**src/rtl/arr_unload_n_m_pkg.sv**
```systemverilog
// Shared types and helpers for the snapshot-and-stream array unloader.
package arr_unload_n_m_pkg;

  typedef enum logic {IDLE, SEND} unload_state_t;

  // Index width, kept at least one bit so a single-word array still has a legal index.
  function automatic int calc_iw(input int m);
    return (m > 1) ? $clog2(m) : 1;
  endfunction

endpackage

```
**src/rtl/arr_unload_n_m_if.sv**
```systemverilog
// Load and stream handshake bundle between the unloader and its producer/consumer.
interface arr_unload_n_m_if #(
  parameter int n = 4,
  parameter int m = 16
);
  import arr_unload_n_m_pkg::*;

  localparam int IW = calc_iw(m);

  logic [n-1:0]  In_i [m];
  logic          load_valid_i;
  logic          load_ready_o;
  logic [n-1:0]  Out_o;
  logic [IW-1:0] idx_o;
  logic          out_valid_o;
  logic          out_ready_i;
  logic          last_o;
  logic          busy_o;

  modport slave (
    input  In_i, load_valid_i, out_ready_i,
    output load_ready_o, Out_o, idx_o, out_valid_o, last_o, busy_o
  );

  modport master (
    output In_i, load_valid_i, out_ready_i,
    input  load_ready_o, Out_o, idx_o, out_valid_o, last_o, busy_o
  );

endinterface

```
**src/rtl/arr_unload_n_m_cnt_idx_m.sv**
```systemverilog
// Word index counter: clears on a new snapshot, steps on each transfer, wraps to 0 after M-1.
module cnt_idx_m #(
  parameter int M  = 16,
  parameter int IW = 4
) (
  input  logic          clk,
  input  logic          rst,
  input  logic          clr,
  input  logic          en,
  output logic [IW-1:0] idx,
  output logic          term
);

  assign term = (idx == IW'(M - 1));

  always_ff @(posedge clk) begin
    if (rst || clr) begin
      idx <= '0;
    end else if (en) begin
      idx <= term ? '0 : idx + 1'b1;
    end
  end

endmodule

```
**src/rtl/arr_unload_n_m.sv**
```systemverilog
// Captures a parallel snapshot of m words and streams it out, word 0 first, on valid/ready.
module arr_unload_n_m
  import arr_unload_n_m_pkg::*;
#(
  parameter int           n   = 4,
  parameter int           m   = 16,
  parameter logic [n-1:0] val = '1
) (
  input logic              clk_i,
  input logic              rst_i,
  arr_unload_n_m_if.slave  bus
);

  localparam int IW = calc_iw(m);

  unload_state_t state;
  unload_state_t state_next;
  logic [n-1:0]  shadow [m];
  logic [IW-1:0] idx;
  logic          term;
  logic          out_valid;
  logic          xfer;
  logic          load_ready;
  logic          load_fire;

  always_ff @(posedge clk_i) begin
    if (rst_i) begin
      state <= IDLE;
    end else begin
      state <= state_next;
    end
  end

  // A load accepted together with the final transfer keeps us in SEND with no idle bubble.
  always_comb begin
    state_next = state;
    out_valid  = (state == SEND);
    xfer       = out_valid & bus.out_ready_i;
    load_ready = (state == IDLE) | (xfer & term);
    load_fire  = bus.load_valid_i & load_ready;
    if (load_fire) begin
      state_next = SEND;
    end else if (xfer && term) begin
      state_next = IDLE;
    end
  end

  always_ff @(posedge clk_i) begin
    if (rst_i) begin
      for (int i = 0; i < m; i++) shadow[i] <= val;
    end else if (load_fire) begin
      for (int i = 0; i < m; i++) shadow[i] <= bus.In_i[i];
    end
  end

  cnt_idx_m #(
    .M  (m),
    .IW (IW)
  ) u_cnt (
    .clk  (clk_i),
    .rst  (rst_i),
    .clr  (load_fire),
    .en   (xfer),
    .idx  (idx),
    .term (term)
  );

  // idx sits at 0 whenever idle, so this read also yields shadow[0] in IDLE.
  assign bus.Out_o        = shadow[idx];
  assign bus.idx_o        = idx;
  assign bus.out_valid_o  = out_valid;
  assign bus.busy_o       = out_valid;
  assign bus.last_o       = out_valid & term;
  assign bus.load_ready_o = load_ready;

endmodule

```
**src/flat_wrapper.sv**
```systemverilog
// flat-port wrapper written by rule: the top's interface ports become plain ports
module arr_unload_n_m_flat import arr_unload_n_m_pkg::*;
#(
  parameter int           n   = 4,
  parameter int           m   = 16,
  parameter logic [n-1:0] val = '1
)
  (clk_i, rst_i, bus_In_i, bus_load_valid_i, bus_out_ready_i, bus_load_ready_o, bus_Out_o, bus_idx_o, bus_out_valid_o, bus_last_o, bus_busy_o);
  arr_unload_n_m_if #(.n(n), .m(m)) bus_i ();
  input logic clk_i;
  input logic rst_i;
  input wire logic [$bits(bus_i.In_i)-1:0] bus_In_i;
  input wire logic [$bits(bus_i.load_valid_i)-1:0] bus_load_valid_i;
  input wire logic [$bits(bus_i.out_ready_i)-1:0] bus_out_ready_i;
  output wire logic [$bits(bus_i.load_ready_o)-1:0] bus_load_ready_o;
  output wire logic [$bits(bus_i.Out_o)-1:0] bus_Out_o;
  output wire logic [$bits(bus_i.idx_o)-1:0] bus_idx_o;
  output wire logic [$bits(bus_i.out_valid_o)-1:0] bus_out_valid_o;
  output wire logic [$bits(bus_i.last_o)-1:0] bus_last_o;
  output wire logic [$bits(bus_i.busy_o)-1:0] bus_busy_o;
  assign bus_i.In_i = {>>{bus_In_i}};
  assign bus_i.load_valid_i = bus_load_valid_i;
  assign bus_i.out_ready_i = bus_out_ready_i;
  assign bus_load_ready_o = bus_i.load_ready_o;
  assign bus_Out_o = bus_i.Out_o;
  assign bus_idx_o = bus_i.idx_o;
  assign bus_out_valid_o = bus_i.out_valid_o;
  assign bus_last_o = bus_i.last_o;
  assign bus_busy_o = bus_i.busy_o;
  arr_unload_n_m #(.n(n), .m(m), .val(val)) u_core (.clk_i(clk_i), .rst_i(rst_i), .bus(bus_i));
endmodule
```
**config.mk**
```make
export PLATFORM = sky130hd
export DESIGN_NAME = arr_unload_n_m_flat
export DESIGN_NICKNAME = d
export VERILOG_FILES = /design/src/rtl/arr_unload_n_m_pkg.sv /design/src/rtl/arr_unload_n_m_if.sv /design/src/rtl/arr_unload_n_m_cnt_idx_m.sv /design/src/rtl/arr_unload_n_m.sv /design/src/flat_wrapper.sv
export SDC_FILE = /design/constraint.sdc
export NUM_CORES = 1
export LEC_CHECK = 0
export ABC_AREA = 1
export CORE_AREA = 2 2 92 94
export CTS_CLUSTER_SIZE = 20
export DETAILED_ROUTE_END_ITERATION = 6
export DIE_AREA = 0 0 94 96
export GPL_TIMING_DRIVEN = 0
export PLACE_DENSITY = 0.79
export SLEW_MARGIN = 20
export SYNTH_ARGS = -nofsm -noshare
export SYNTH_HDL_FRONTEND = slang
export SYNTH_SLANG_ARGS = --single-unit
```
**constraint.sdc**
```tcl
create_clock -name clk_i -period 3 [get_ports clk_i]
set_clock_uncertainty 0.2 [all_clocks]
set_input_delay 0.3 -clock clk_i [delete_from_list [all_inputs] [get_ports clk_i]]
set_output_delay 0.3 -clock clk_i [all_outputs]
set_load 0.05 [all_outputs]
```
==> results.sh, run 1 <==
export IMPL_status="finished, final reports clean"
export IMPL_final_area_sq_mm=0.00472
export IMPL_yosysTopAreaCell="edfxtp_1"
export IMPL_grt_pass1_vias=2714
export IMPL_dp_cells=594
export IMPL_clock_latency_ns=0.34
export IMPL_antenna_found_initial=0
export IMPL_yosys_top_cells_area="edfxtp_1 53%, nand2_1 13%, inv_1 9.8%"
export IMPL_synthCells=410
export IMPL_powerDensity_mw_per_mm2=447
export IMPL_diodes=0
export IMPL_postCtsSetupBuffers=0
export IMPL_dp_hpwl_mm=5.54
export IMPL_period_share_pct=92.4
export IMPL_drive_above_1_share_pct=12.9
export IMPL_grt_usage_pct=17.7
export IMPL_yosysTopAreaCellShare_pct=53.0
export IMPL_antenna_left=0
export IMPL_vias_per_cell=4.51
export IMPL_core_area_sq_mm=0.00805
export IMPL_cts_path_max_buffers=2
export IMPL_p_seq_share_pct=55.5
export IMPL_placed_cell_area_sq_mm=0.00455
export IMPL_grt_max_degree=69
export IMPL_drt_wl_total_mm=7.60
export IMPL_path_max_fanout=10
export IMPL_fmax_ghz=0.361
export IMPL_tightest_slew_ns=0.854
export IMPL_timing_final_crit_period_ns=2.77
export IMPL_dieArea_sq_mm=0.00902
export IMPL_initial_core_util_pct=45.0
export IMPL_rr_worst_depth=7
export IMPL_cts_tree="built"
export IMPL_yosys_warnings=0
export IMPL_syn_nets=479
export IMPL_slew_violations=0
export IMPL_drt_initial_drc_count=145
export IMPL_drc=0
export IMPL_routed_via_count=2753
export IMPL_seq_area_frac_synth_pct=58.0
export IMPL_multi_input_area_sq_mm=0.00105
export IMPL_ir_drop_uv=213
export IMPL_setup_viol=0
export IMPL_io_pins=80
export IMPL_port_buffers=79
export IMPL_grt_pass1_wl_mm=12.0
export IMPL_hold_depth=2
export IMPL_relSlewSlack_pct=43.1
export IMPL_synth_area_sq_mm=0.00362
export IMPL_nets=569
export IMPL_htree_num_levels=3
export IMPL_p_int_mw=1.62
export IMPL_worstSetupStartpointType="flop"
export IMPL_worst_ep_arrival_time_ns=2.27
export IMPL_ys_ff_latch=73
export IMPL_area_growth_pct=30.1
export IMPL_dr_pass1_iters=4
export IMPL_grt_overflow=0
export IMPL_setup_worst_path_class="reg -> out"
export IMPL_avgSynthCellArea_sq_um=8.84
export IMPL_r2r_start="u_core.u_cnt.idx[0]"
export IMPL_cts_sinks=73
export IMPL_chipHeight_um=96
export IMPL_power_frac_comb_pct=13.2
export IMPL_pwr_share_clk_pct=31.3
export IMPL_endpoint_kind="output port"
export IMPL_hold_violations=0
export IMPL_fill_cells=687
export IMPL_clkTransAtPathRegs_ns=0.07
export IMPL_p_sw_share_pct=23.2
export IMPL_regToRegEndpoint="u_core.shadow[13][1]"
export IMPL_gp_congestion=0.854
export IMPL_wire_per_inst_um=12.5
export IMPL_min_from="u_core.u_cnt.idx[1]"
export IMPL_required_ns=2.50
export IMPL_hold_class="reg -> reg"
export IMPL_rows=33
export IMPL_numCtsBuffers=9
export IMPL_synth_cell_type_count=22
export IMPL_register_area_sq_mm=0.00210
export IMPL_root_buffer="clkbuf_8"
export IMPL_grt_setup_unrepaired="false"
export IMPL_power_net_switching_mw=0.489
export IMPL_tns_ns=0
export IMPL_r2r_slack_ns=0.65
export IMPL_dieWidth_um=94
export IMPL_final_cells=610
export IMPL_cap_violations=0
export IMPL_leakagePower_nw=2.12
==> cell usage in the layout (no fill, tap or decap), types with 3 or more instances in the layout <==
cell	netlist	routed
dlygate4sd2_1	0	3
clkdlybuf4s50_1	0	75
edfxtp_1	64	64
buf_2	6	6
inv_1	95	95
a21oi_1	4	4
clkbuf_8	0	10
nand2_2	12	12
or2_2	25	25
dfxtp_1	9	9
nand2_1	123	122
buf_6	3	3
clkbuf_1	7	11
nand3_1	50	50
==> flip-flops by register name (all words and copies together), names as in the netlist, named ones only <==
| name | cells |
|---|---|
| u_core.u_cnt.idx | 4 |
| u_core.shadow | 64 |
| u_core.bus.busy_o | 1 |
==> final cells by class <==
cell class                 count  share of cell area (%)
clock buffer                  15                    3.32
tap                          105                    2.79
multi-input combinational    223                    22.3
inverter                      96                    7.64
clock inverter                 1                   0.106
timing repair buffer          79                    16.7
sequential                    73                    44.6
buffer                        18                    2.52
==> per-stage QoR <==
step | util, % | hold slack, ns | power [mW] | setup slack [ns]
floorplan | - | 0.267 | 1.33 | 0.262
global placement | 56.6 | 0.319 | 1.47 | 0.332
detailed placement | 56.6 | 0.327 | 1.47 | 0.307
CTS | 58.5 | 0.339 | 2.12 | 0.00154
global route | 58.6 | 0.359 | 2.19 | 0.148
finish | 58.6 | 0.346 | 2.11 | 0.229
==> worst max path at each step <==
stage                                   start           end  slack [ns]  cells past startpoint
after floorplan           u_core.u_cnt.idx[0]    bus_last_o        0.26                      3
after global placement                   flop  bus_Out_o[3]        0.33                      9
after detailed placement                 flop  bus_Out_o[3]        0.31                      9
after CTS                                flop  bus_Out_o[0]       0.002                      8
after global routing                     flop  bus_Out_o[2]        0.15                      8
final                                    flop  bus_Out_o[1]        0.23                      8
==> power groups by stage <==
stage | combinational (mW) | sequential, mW | clock [mW]
after floorplan | 0.141 | 1.19 | 0
after global placement | 0.276 | 1.19 | 0
after detailed placement | 0.280 | 1.19 | 0
final | 0.279 | 1.17 | 0.659
after CTS | 0.280 | 1.17 | 0.670
after global routing | 0.306 | 1.17 | 0.711
==> cell usage after synthesis <==
cell type / count
nand2_1: 123
inv_1: 95
edfxtp_1: 64
nand3_1: 50
or2_2: 25
nand2_2: 12
dfxtp_1: 9
clkbuf_1: 7
buf_2: 6
a21oi_1: 4
buf_6: 3
nor2_1: 2
buf_12: 1
buf_4: 1
ha_1: 1
inv_2: 1
nand2_4: 1
nand4_1: 1
nor2_4: 1
nor2_8: 1
nor3_1: 1
nor3b_1: 1
==> critical path, cell delays in order (launching register included) <==
cell,delay (ns)
dfxtp_1,0.30
buf_2,0.17
inv_1,0.21
buf_2,0.28
nand3_1,0.15
nand3_1,0.11
nand3_1,0.08
nand2_1,0.09
dlygate4sd2_1,0.54
==> timing repair <==
action | in CTS | in global routing
endpoints found under the hold margin | 0 | 0
setup endpoints to repair | 4 | 1
hold buffers | 0 | 0
gates resized for setup | 4 | 1
==> per-layer routing <==
metal / wire (um) / global-route usage (%)
met1: 3260 / 21.7
met2: 3780 / 30.1
met3: 457 / 4.70
met4: 99 / 6.64
met5: 0 / 0
==> kinds of logic after synthesis <==
kind of cell | count (synthesis) | synth area share (%)
AOI/OAI and AO/OA | 4 | 0.552
adders and majority gates | 1 | 0.345
buffers and inverters | 114 | 13.2
DFF | 73 | 58.0
and+or+nand+nor | 218 | 27.9
Power figures use the tool's default switching activity.
==> run 2, diff against run 1 <==
--- a/config.mk
+++ b/config.mk
@@ -12,7 +12,6 @@
 export DIE_AREA = 0 0 94 96
 export GPL_TIMING_DRIVEN = 0
 export PLACE_DENSITY = 0.79
-export SLEW_MARGIN = 20
 export SYNTH_ARGS = -nofsm -noshare
 export SYNTH_HDL_FRONTEND = slang
 export SYNTH_SLANG_ARGS = --single-unit
==> constraint.sdc (replaced) <==
create_clock -name clk_i -period 2.5 [get_ports clk_i]
set_clock_uncertainty 0.2 [all_clocks]
set_input_delay 0.25 -clock clk_i [delete_from_list [all_inputs] [get_ports clk_i]]
set_output_delay 0.25 -clock clk_i [all_outputs]
set_load 0.05 [all_outputs]
==> results.sh, run 2 (same netlist as run 1, synthesis figures left out) <==
export IMPL_placed_cell_area_sq_mm=0.00457
export IMPL_r2r_slack_ns=0.47
export IMPL_rr_worst_depth=7
export IMPL_globalRouteMet2Util_pct=30.7
export IMPL_vias_per_cell=4.59
export IMPL_grt_busiest_layer="met2"
export IMPL_numCtsBuffers=9
export IMPL_period_share_pct=94.9
export IMPL_r2r_start="u_core.u_cnt.idx[0]"
export IMPL_wire_per_inst_um=12.7
export IMPL_initial_core_util_pct=45.0
export IMPL_dieArea_sq_mm=0.00902
export IMPL_status="finished, final reports clean"
export IMPL_rows=33
export IMPL_drive_above_1_share_pct=15.9
export IMPL_final_common_cell="nand2_1"
export IMPL_htree_num_levels=3
export IMPL_grt_overflow=0
export IMPL_fmax_ghz=0.421
export IMPL_worstSetupStartpointType="flop"
export IMPL_grt_pass1_wl_mm=11.9
export IMPL_clock_latency_ns=0.35
export IMPL_slew_violations=0
export IMPL_ir_drop_uv=247
export IMPL_io_pins=80
export IMPL_hold_depth=3
export IMPL_routed_via_count=2816
export IMPL_grt_setup_unrepaired="false"
export IMPL_grt_pass1_vias=2665
export IMPL_root_buffer="clkbuf_8"
export IMPL_core_area_sq_mm=0.00805
export IMPL_top_register="u_core.shadow"
export IMPL_drc=0
export IMPL_cap_violations=0
export IMPL_holdBufCountCts=0
export IMPL_largest_reg_flops=64
export IMPL_min_from="bus_In_i[42]"
export IMPL_chipHeight_um=96
export IMPL_timing_final_crit_period_ns=2.37
export IMPL_port_buffers=79
export IMPL_leakagePower_nw=2.17
export IMPL_setup_worst_path_class="reg -> out"
export IMPL_powerDensity_mw_per_mm2=550
export IMPL_final_cell_mix="122 x nand2_1, 94 x inv_1, 73 x clkdlybuf4s50_1"
export IMPL_grt_usage_pct=18.0
export IMPL_worst_ep_arrival_time_ns=1.92
export IMPL_final_area_sq_mm=0.00477
export IMPL_cts_path_max_buffers=2
export IMPL_diodes=0
export IMPL_nets=572
export IMPL_grt_use_met1_pct=21.5
export IMPL_holdPathEnd="u_core.shadow[5][2]"
export IMPL_use_met3_pct=3.13
export IMPL_dp_hpwl_mm=5.55
export IMPL_dieWidth_um=94
export IMPL_drt_initial_drc_count=213
export IMPL_area_growth_pct=31.7
export IMPL_grt_max_degree=69
export IMPL_utilization_pct=59.3
export IMPL_path_max_fanout=10
export IMPL_antenna_left=0
export IMPL_dr_pass1_iters=5
export IMPL_cts_sinks=73
export IMPL_hold_violations=0
export IMPL_hold_class="in -> reg"
export IMPL_drt_wl_total_mm=7.81
export IMPL_clkTransAtPathRegs_ns=0.08
export IMPL_regToRegEndpoint="u_core.shadow[8][0]"
export IMPL_antenna_found_initial=0
export IMPL_required_ns=2.05
export IMPL_relSlewSlack_pct=66.2
export IMPL_gp_congestion=0.854
export IMPL_endpoint_kind="output port"
export IMPL_cts_tree="built"
export IMPL_tightest_slew_ns=0.505
export IMPL_setup_viol=0
[run 2: worst max-delay path: stages (launching register included)]
cell and delay [ns]:
dfxtp_1 0.31, buf_2 0.22, clkinvlp_4 0.20, buf_4 0.22, nand3_1 0.11, nand3_1 0.10
nand3_1 0.11, nand2_1 0.08, buf_2 0.22
[run 2: worst max path at each step]
stage / depth (start not counted) / slack, ns / to / start
after floorplan: 7 / 0.02 / u_core.shadow[0][0] / u_core.u_cnt.idx[1]
after global placement: 9 / -0.14 / bus_Out_o[0] / flop
after detailed placement: 9 / -0.19 / bus_Out_o[3] / flop
after CTS: 8 / 0.003 / bus_Out_o[3] / flop
after global routing: 8 / 0.06 / bus_Out_o[3] / flop
final: 8 / 0.13 / bus_Out_o[3] / flop
[run 2: layout make-up]
class,count,area (sq um)
Clock inverter,6,58.8
Timing Repair Buffer,82,795
Tap cell,105,131
Fill cell,688,3280
Sequential cell,73,2100
Buffer,18,128
Clock buffer,10,128
Multi-Input combinational cell,223,1070
Inverter,96,364
[run 2: stage by stage]
step                total power [mW]  worst slack (ns)  TNS [ns]  instances  hold WS, ns
floorplan                       1.60            0.0166         0        410        0.217
global placement                1.76            -0.138    -0.490        594        0.317
detailed placement              1.77            -0.191    -0.656        594        0.333
CTS                             2.64           0.00298         0        610        0.315
global route                    2.71            0.0623         0        613        0.335
finish                          2.62             0.127         0        613        0.326
[run 2: metal layers]
| metal | vias up | part of all wire [%] |
|---|---|---|
| met4 | 0 | 3.0 |
| met5 | - | 0 |
| met1 | 1272 | 41 |
| li1 | 1436 | - |
| met2 | 89 | 49 |
| met3 | 19 | 6.6 |
[run 2: timing repair]
item	in CTS	in global routing
setup endpoints to repair	5	5
endpoints found under the hold margin	0	0
cloned	0	0
buffers inserted	0	3
gates resized for setup	18	12
[run 2: power breakdown]
part | switching (mW) | total (mW) | internal (mW)
clock | 0.431 | 0.885 | 0.454
sequential | 0.0155 | 1.40 | 1.39
combinational | 0.173 | 0.337 | 0.164
